**config.mk**
```make
export PLATFORM = sky130hd
export DESIGN_NAME = csa_resolve15
export DESIGN_NICKNAME = d
export VERILOG_FILES = /design/src/rtl/csa_pkg.sv /design/src/rtl/csa_slice_add.sv /design/src/rtl/csa_resolve15.sv
export SDC_FILE = /design/constraint.sdc
export NUM_CORES = 1
export LEC_CHECK = 0
export ABC_AREA = 1
export ABC_CLOCK_PERIOD_IN_PS = 2440
export CAP_MARGIN = 15
export CORE_MARGIN = 5
export CORE_UTILIZATION = 42
export DETAILED_ROUTE_END_ITERATION = 12
export HOLD_SLACK_MARGIN = 0.1
export PLACE_DENSITY = 0.68
export SYNTH_ARGS = -nofsm -noshare
export SYNTH_HDL_FRONTEND = slang
export SYNTH_SLANG_ARGS = --single-unit
```
**constraint.sdc**
```tcl
create_clock -name clk -period 2.44 [get_ports clk]
set_input_delay 0.244 -clock clk [delete_from_list [all_inputs] [get_ports clk]]
set_output_delay 0.244 -clock clk [all_outputs]
set_load 0.05 [all_outputs]
```
**src/rtl/csa_pkg.sv**
```systemverilog
// csa_pkg: shared state encoding and size defaults for the carry-save resolver
package csa_pkg;
    typedef enum logic [1:0] {IDLE, RUN, DONE} state_e;
    localparam int WIDTH_DEF   = 15;
    localparam int SLICE_W_DEF = 5;
    localparam int NUM_SLICES  = WIDTH_DEF / SLICE_W_DEF;
endpackage

```
**src/rtl/csa_slice_add.sv**
```systemverilog
// csa_slice_add: SLICE_W-bit ripple slice adder
// ports: a, b, cin -> sum, cout
module csa_slice_add #(
    parameter int SLICE_W = 5
) (
    input  logic [SLICE_W-1:0] a,
    input  logic [SLICE_W-1:0] b,
    input  logic               cin,
    output logic [SLICE_W-1:0] sum,
    output logic               cout
);
    assign {cout, sum} = {1'b0, a} + {1'b0, b} + {{SLICE_W{1'b0}}, cin};
endmodule

```
**src/rtl/csa_resolve15.sv**
```systemverilog
// csa_resolve15: resolves a carry-save pair into a binary sum, one slice per cycle
// ports: clk, rst_n (async, active-low); in_valid/in_ready + carry_vec/sum_vec in;
//        out_valid/out_ready + result/ovf out
module csa_resolve15 import csa_pkg::*; #(
    parameter int WIDTH   = WIDTH_DEF,
    parameter int SLICE_W = SLICE_W_DEF
) (
    input  logic             clk,
    input  logic             rst_n,
    input  logic             in_valid,
    output logic             in_ready,
    input  logic [WIDTH-1:0] carry_vec,
    input  logic [WIDTH-1:0] sum_vec,
    output logic             out_valid,
    input  logic             out_ready,
    output logic [WIDTH-1:0] result,
    output logic             ovf
);
    localparam int NS = WIDTH / SLICE_W;
    localparam int KW = NS > 1 ? $clog2(NS) : 1;
    state_e                   state_q, state_d;
    logic [NS-1:0][SLICE_W-1:0] opc_q, opc_d, ops_q, ops_d, res_q, res_d;
    logic [KW-1:0]            k_q, k_d;
    logic                     cy_q, cy_d, ovf_q, ovf_d;
    logic [SLICE_W-1:0]       sl_sum;
    logic                     sl_cout;
    logic                     in_xfer;
    assign in_ready  = (state_q == IDLE) || (state_q == DONE && out_ready);
    assign out_valid = state_q == DONE;
    assign in_xfer   = in_valid && in_ready;
    assign result    = res_q;
    assign ovf       = ovf_q;
    // single adder shared by all slices, selected by the slice index
    csa_slice_add #(.SLICE_W(SLICE_W)) u_slice (
        .a    (opc_q[k_q]),
        .b    (ops_q[k_q]),
        .cin  (cy_q),
        .sum  (sl_sum),
        .cout (sl_cout)
    );
    always_comb begin
        state_d = state_q;
        opc_d   = opc_q;
        ops_d   = ops_q;
        res_d   = res_q;
        k_d     = k_q;
        cy_d    = cy_q;
        ovf_d   = ovf_q;
        if (state_q == RUN) begin
            res_d[k_q] = sl_sum;
            cy_d       = sl_cout;
            k_d        = k_q + KW'(1);
            if (k_q == KW'(NS - 1)) begin
                state_d = DONE;
                ovf_d   = sl_cout;
                k_d     = '0;
            end
        end
        if (state_q == DONE && out_ready) state_d = IDLE;
        // a capture in DONE overrides the return to IDLE for back-to-back operation
        if (in_xfer) begin
            state_d = RUN;
            opc_d   = carry_vec;
            ops_d   = sum_vec;
            k_d     = '0;
            cy_d    = 1'b0;
        end
    end
    always_ff @(posedge clk or negedge rst_n) begin
        if (!rst_n) begin
            state_q <= IDLE;
            opc_q   <= '0;
            ops_q   <= '0;
            res_q   <= '0;
            k_q     <= '0;
            cy_q    <= 1'b0;
            ovf_q   <= 1'b0;
        end else begin
            state_q <= state_d;
            opc_q   <= opc_d;
            ops_q   <= ops_d;
            res_q   <= res_d;
            k_q     <= k_d;
            cy_q    <= cy_d;
            ovf_q   <= ovf_d;
        end
    end
endmodule
```
After elaboration in Yosys (flattened, before gate mapping)
Cells that the tools add are included.
- input port bits: 34
- logic and storage cells: 47
- register bits: 51
- output and inout bits: 18
- order comparisons: 2
- reductions and logical operators: 10
- eq/ne operators: 3
- $add $sub $neg: 3
- mux-type cells: 16
- operator list (operator ; number):
    5-bit binary-select mux with 2-bit select ; 2
    15-bit bitwise mux ; 1
    5-bit 2-to-1 mux ; 3
    2-bit 2-to-1 mux ; 7
    5-bit demux with 2-bit select ; 1
    5-bit by 5-bit adder with 6-bit output ; 1
    6-bit by 1-bit adder with 6-bit output ; 1
    3-bit nonzero test ; 2
    2-bit == test (second input constant) ; 2
    2-bit AND reduction ; 2
    1-bit logical AND ; 3
    2-bit by 3-bit less-than comparator with 1-bit output (second input constant) ; 1
    2-bit by 1-bit adder with 2-bit output (second input constant) ; 1
    2-bit by 1-bit == test with 1-bit output (second input constant) ; 1
    2-bit by 1-bit greater-or-equal comparator with 1-bit output (second input constant) ; 1
    2-bit logical NOT ; 1
    1-bit 2-to-1 mux ; 2
    2-bit nonzero test ; 1
    1-bit logical OR ; 1

Logic depth before layout (Yosys ltp)
- depth in word-level cells: 6
- depth in mapped cells: 14
- mapped depth without buffers: 13

Modules after synthesis
A second synthesis with hierarchy kept.
- cells, all modules: 311
- area total of the unflattened synthesis: 2531.2 um^2
- modules (own cells, without submodules) (module ; sequential area each (um^2) ; cells an instance ; instances ; area each (um^2)):
    csa_resolve15 ; 1276.2 ; 271 ; 1 ; 2296.0
    csa_slice_add ; 0.0 ; 40 ; 1 ; 235.2

Least setup slack after synthesis
Ideal clock, no wire load.
- path kind: register to register
- start: reg k_q[1]
- end: reg res_q (netlist bit result[1])
- cell stages (with the launch flop): 11
- buffers on the path: 1
- clock period less this slack: 2.129 ns
- required time: 2.313 ns
- library setup time: 0.127 ns
- slack: 0.311 ns
- arrival time: 2.002 ns
- cells stage by stage: dfrtp_1 > nor2_1 > buf_2 > nand2_1 > nand2_1 > a21oi_1 > fa_1 > inv_1 > fa_1 > inv_1 > o21ai_0
- cells in the longest elaborated chain, start to end: 5
- elaborated cells on any way between the ends: 12
- classes of those cells: add/sub: 2; order compare: 2; mux: 7; reduce/logical: 1
- RTL lines (element ; RTL line ; source):
    start: declaration ; csa_resolve15.sv:23 ; logic [KW-1:0] k_q, k_d;
    start signal: assignment ; csa_resolve15.sv:83 ; k_q <= k_d;
    5-bit binary-select mux with 2-bit select (on tied branches) ; csa_resolve15.sv:35, csa_resolve15.sv:36 ;
    5-bit 2-to-1 mux (on tied branches) ; csa_resolve15.sv:35, csa_resolve15.sv:36 ;
    5-bit by 5-bit adder with 6-bit output * ; csa_slice_add.sv:12 ; assign {cout, sum} = {1'b0, a} + {1'b0, b} + {{SLICE_W{1'b0}}, cin};
    6-bit by 1-bit adder with 6-bit output * ; csa_slice_add.sv:12 ;
    net sl_sum[1] ; csa_resolve15.sv:25 ; logic [SLICE_W-1:0] sl_sum;
    15-bit bitwise mux * ; csa_resolve15.sv:50 ; res_d[k_q] = sl_sum;
    end signal: assignment ; csa_resolve15.sv:82 ; res_q <= res_d;
    end: declaration ; csa_resolve15.sv:22 ; logic [NS-1:0][SLICE_W-1:0] opc_q, opc_d, ops_q, ops_d, res_q, res_d;
The timed path passes the listed nets; every way through them passes the cells marked *. The select of a mux whose other input is x is not followed.
A chain may end at the register's enable or synchronous reset.

Final worst setup path
- start: reg k_q[0]
- end: reg res_q (netlist bit result[9])
- cells in the longest elaborated chain, start to end: 5
- elaborated cells on any way between the ends: 12
- classes of those cells: add/sub: 2; order compare: 2; mux: 7; reduce/logical: 1
- RTL lines (element ; RTL line ; source):
    5-bit binary-select mux with 2-bit select (tied with other cells) ; csa_resolve15.sv:35 ; .a (opc_q[k_q]),
    5-bit 2-to-1 mux (implied by the code) (tied with other cells) ; csa_resolve15.sv:35 ;
    5-bit by 5-bit adder with 6-bit output or 5-bit 2-to-1 mux (tied branches) ; csa_slice_add.sv:12, csa_resolve15.sv:50 ;
    6-bit by 1-bit adder with 6-bit output or 5-bit demux with 2-bit select (tied branches) ; csa_slice_add.sv:12, csa_resolve15.sv:50 ;
    15-bit bitwise mux * ; csa_resolve15.sv:50 ;
Every way passes the cells marked *; elsewhere a longest branch is shown, timed or not. The select of a mux whose other input is x is not followed.

==> flow_summary_export.csv <==
group,metric,value,unit
synthesis,syn_area,0.00246,mm^2
cts,numCtsBuffers,5,
floorplan,fp.coreArea,0.00582,mm^2
routing,dr.max_layer_used,"met4",
sta,finalSetupTns,0,ps
routing,drt_first_pass_iters,4,
routing,met1Wirelength,2.46,mm
synthesis,synthesis.instances,299,
global_route,overflow,0,
layout,syn_to_final_growth,28.9,%
synthesis,synth_area_per_cell,8.24,um^2
sta,rsz0062_at_grt,"false",
setup_path,critPathMaxStageDelay,400,ps
cts,cts_resized,0,
min_path,hp-class,"flip-flop to flip-flop",
setup_path,cp_slowest_cell,"fa_1",
power_and_ir_drop,ir_worst_vdd,0.722,mV
sta,timing.fmax,471,MHz
routing,wire_per_inst,12.3,um
sta,skew,7.81,ps
setup_path,cp_top_family,"simple AND/OR/NAND/NOR gates",
setup_path,crit_type,"flip-flop to flip-flop",
cts,cts.sinks,51,
sta,setup_viol,0,
routing,drc,0,
routing,dr_total_vias,2046,
synthesis,ys_ff_latch,51,
setup_path,path_cells,"inv_1, nor2_2, nand2_1, nand2_1, a21oi_1, fa_1, inv_1, fa_1, nand3_1, nand2_1, nand2_1, nand3_1, nand2_1",
sta,hold_viol_final,0,
global_route,grt_usage,14.8,%
setup_path,cp_data_required_time,2640,ps
floorplan,die_x,86.6,um
synthesis,synth_seq_area_share,51.8,%
sta,worst_pin_slew,624,ps
layout,fin_util,54.6,%
placement,port_buffers,51,
floorplan,ios,52,
routing,final_antenna_net_count,0,
routing,wl_met3,244,um
global_route,antenna_found_initial,0,
sta,slew_viol_final,0,
layout,n_antenna_cell,0,
synthesis,synth_nets,339,
power_and_ir_drop,p_leak,0.00165,uW
outcome,status,"completed",
routing,drt_iter0_markers,115,
layout,fillCellCount,592,
setup_path,crit_top_cell,"nand2_1",
cts,htreeDepth,2,
synthesis,synth_cell_types,21,
cts,root_buffer,"clkbuf_8",
floorplan,die_h,86.6,um
layout,mostFrequentLayoutCell,"nand2_1",
cts,tritoncts,"done",
sta,min_period,2130,ps
floorplan,row_count,28,
global_route,grt_pass1_vias,2082,
routing,wl,5.27,mm
synthesis,synth_warnings,0,
setup_path,startpoint_type,"flip-flop",
sta,fin_crit_sh,87.1,%
placement,place_congestion,0.850,
setup_path,worstPathMaxFanout,7,
global_route,grt_pass1_wl,8.98,mm
setup_path,critical_path.endpoint_type,"flip-flop",
routing,vias_per_cell,4.76,
cts,clk_latency,300,ps
global_route,grt_max_degree,52,
cts,clk_path_buf_depth,2,
sta,slew-limit-headroom,58.4,%
setup_path,cp_num_buf_inv,2,
setup_path,worstPathArrival,2320,ps
floorplan,die_area,0.00750,mm^2
layout,mostFrequentLayoutCells,"nand2_1, dfrtp_1, nand3_1, clkdlybuf4s50_1, inv_1",
power_and_ir_drop,powerDensity,1470,mW/mm^2
job,maxCapViolations,0,
cts,clk_pin_slew,90,ps
layout,drive_above_1_share,8.73,%
routing,dr_wl_met2,2.45,mm
floorplan,initial_core_util,42.4,%
placement,post-dp-hpwl,4.03,mm
layout,final_nets,394,
## stage by stage
stage	instances	power, uW	hold slack [ps]	setup WS [ps]	area (um^2)
finish	430	4680	479	315	3180
global route	430	5070	496	74.7	3180
CTS	430	4720	481	311	3180
detailed placement	421	4110	391	340	3050
global placement	421	4040	384	388	3050
floorplan	299	3350	-51.6	311	2460
## synth_stat cells
cell	n	area [um^2]
buf_2	4	20.0
fa_1	2	40.0
inv_1	12	45.0
ha_1	4	50.1
a21oi_4	1	16.3
buf_4	3	22.5
o21ai_1	2	10.0
nand2_1	136	510
a21oi_1	6	30.0
nor2_1	4	15.0
nor2_2	1	6.26
clkbuf_1	2	7.51
o21ai_0	6	30.0
buf_6	3	33.8
nand3_1	50	250
nor2_8	1	20.0
xor2_1	1	8.76
inv_2	5	18.8
inv_6	1	8.76
dfrtp_1	51	1280
nand2_4	4	45.0
## final timing paths
kind,from,end,slack [ps],cells after the start
setup / recovery,k_q[0]$_DFFE_PN0P_,result[9]$_DFFE_PN0P_,310,13
hold / removal,opc_q[14]$_DFFE_PN0P_,opc_q[14]$_DFFE_PN0P_,480,2
setup reg to reg,k_q[0]$_DFFE_PN0P_,result[9]$_DFFE_PN0P_,310,13
hold reg to reg,opc_q[14]$_DFFE_PN0P_,opc_q[14]$_DFFE_PN0P_,480,2
max in group asynchronous,rst_n,result[5]$_DFFE_PN0P_,1450,3
min in group asynchronous,rst_n,result[10]$_DFFE_PN0P_,560,3
## layout make-up
class	count	area (um^2)	area share, %
inverters	18	72.6	2.28
well taps	75	93.8	2.95
repair buffers	60	586	18.4
clock inverters	2	35.0	1.10
multi-input cells	218	1030	32.5
flip-flops and latches	51	1280	40.2
clock buffers	6	82.6	2.60
## kinds of logic (layout without fill, tap and decap cells)
kind of cell / Yosys count / in the layout / share of synthesized area (%)
flops: 51 / 51 / 51.8
simple gates: 196 / 196 / 34.4
xor+xnor: 1 / 1 / 0.355
compound gates: 15 / 15 / 3.50
fa+ha+maj: 6 / 6 / 3.65
buf+inv: 30 / 86 / 6.35
## repair_timing
action / 4_1_cts / 5_1_grt
hold buffers: 1 / 0
setup buffers: 0 / 0
endpoints found under the hold margin: 51 / 0
endpoints found under the setup margin: 0 / 0
## flip-flops by register name (all words and copies together), names as in the netlist
signal   cells
ops_q       15
ovf          1
result      15
state_q      2
k_q          2
cy_q         1
opc_q       15
## power by group
part	internal [uW]	switching, uW
Sequential	1250	239
Combinational	902	1690
Clock	332	271
## tightest hold or removal path, cell delays in order, from the launching register on
cell     delay (ps)
dfrtp_1         350
nand2_1          50
nand2_1          50
## layer usage
metal  vias to the layer above  GRT usage (%)
li1                       1052              -
met1                       935           19.5
met2                        47           24.2
met3                        12           3.04
met4                         0           5.38
met5                         -              0
No activity file was read; power rests on OpenSTA's default activity.
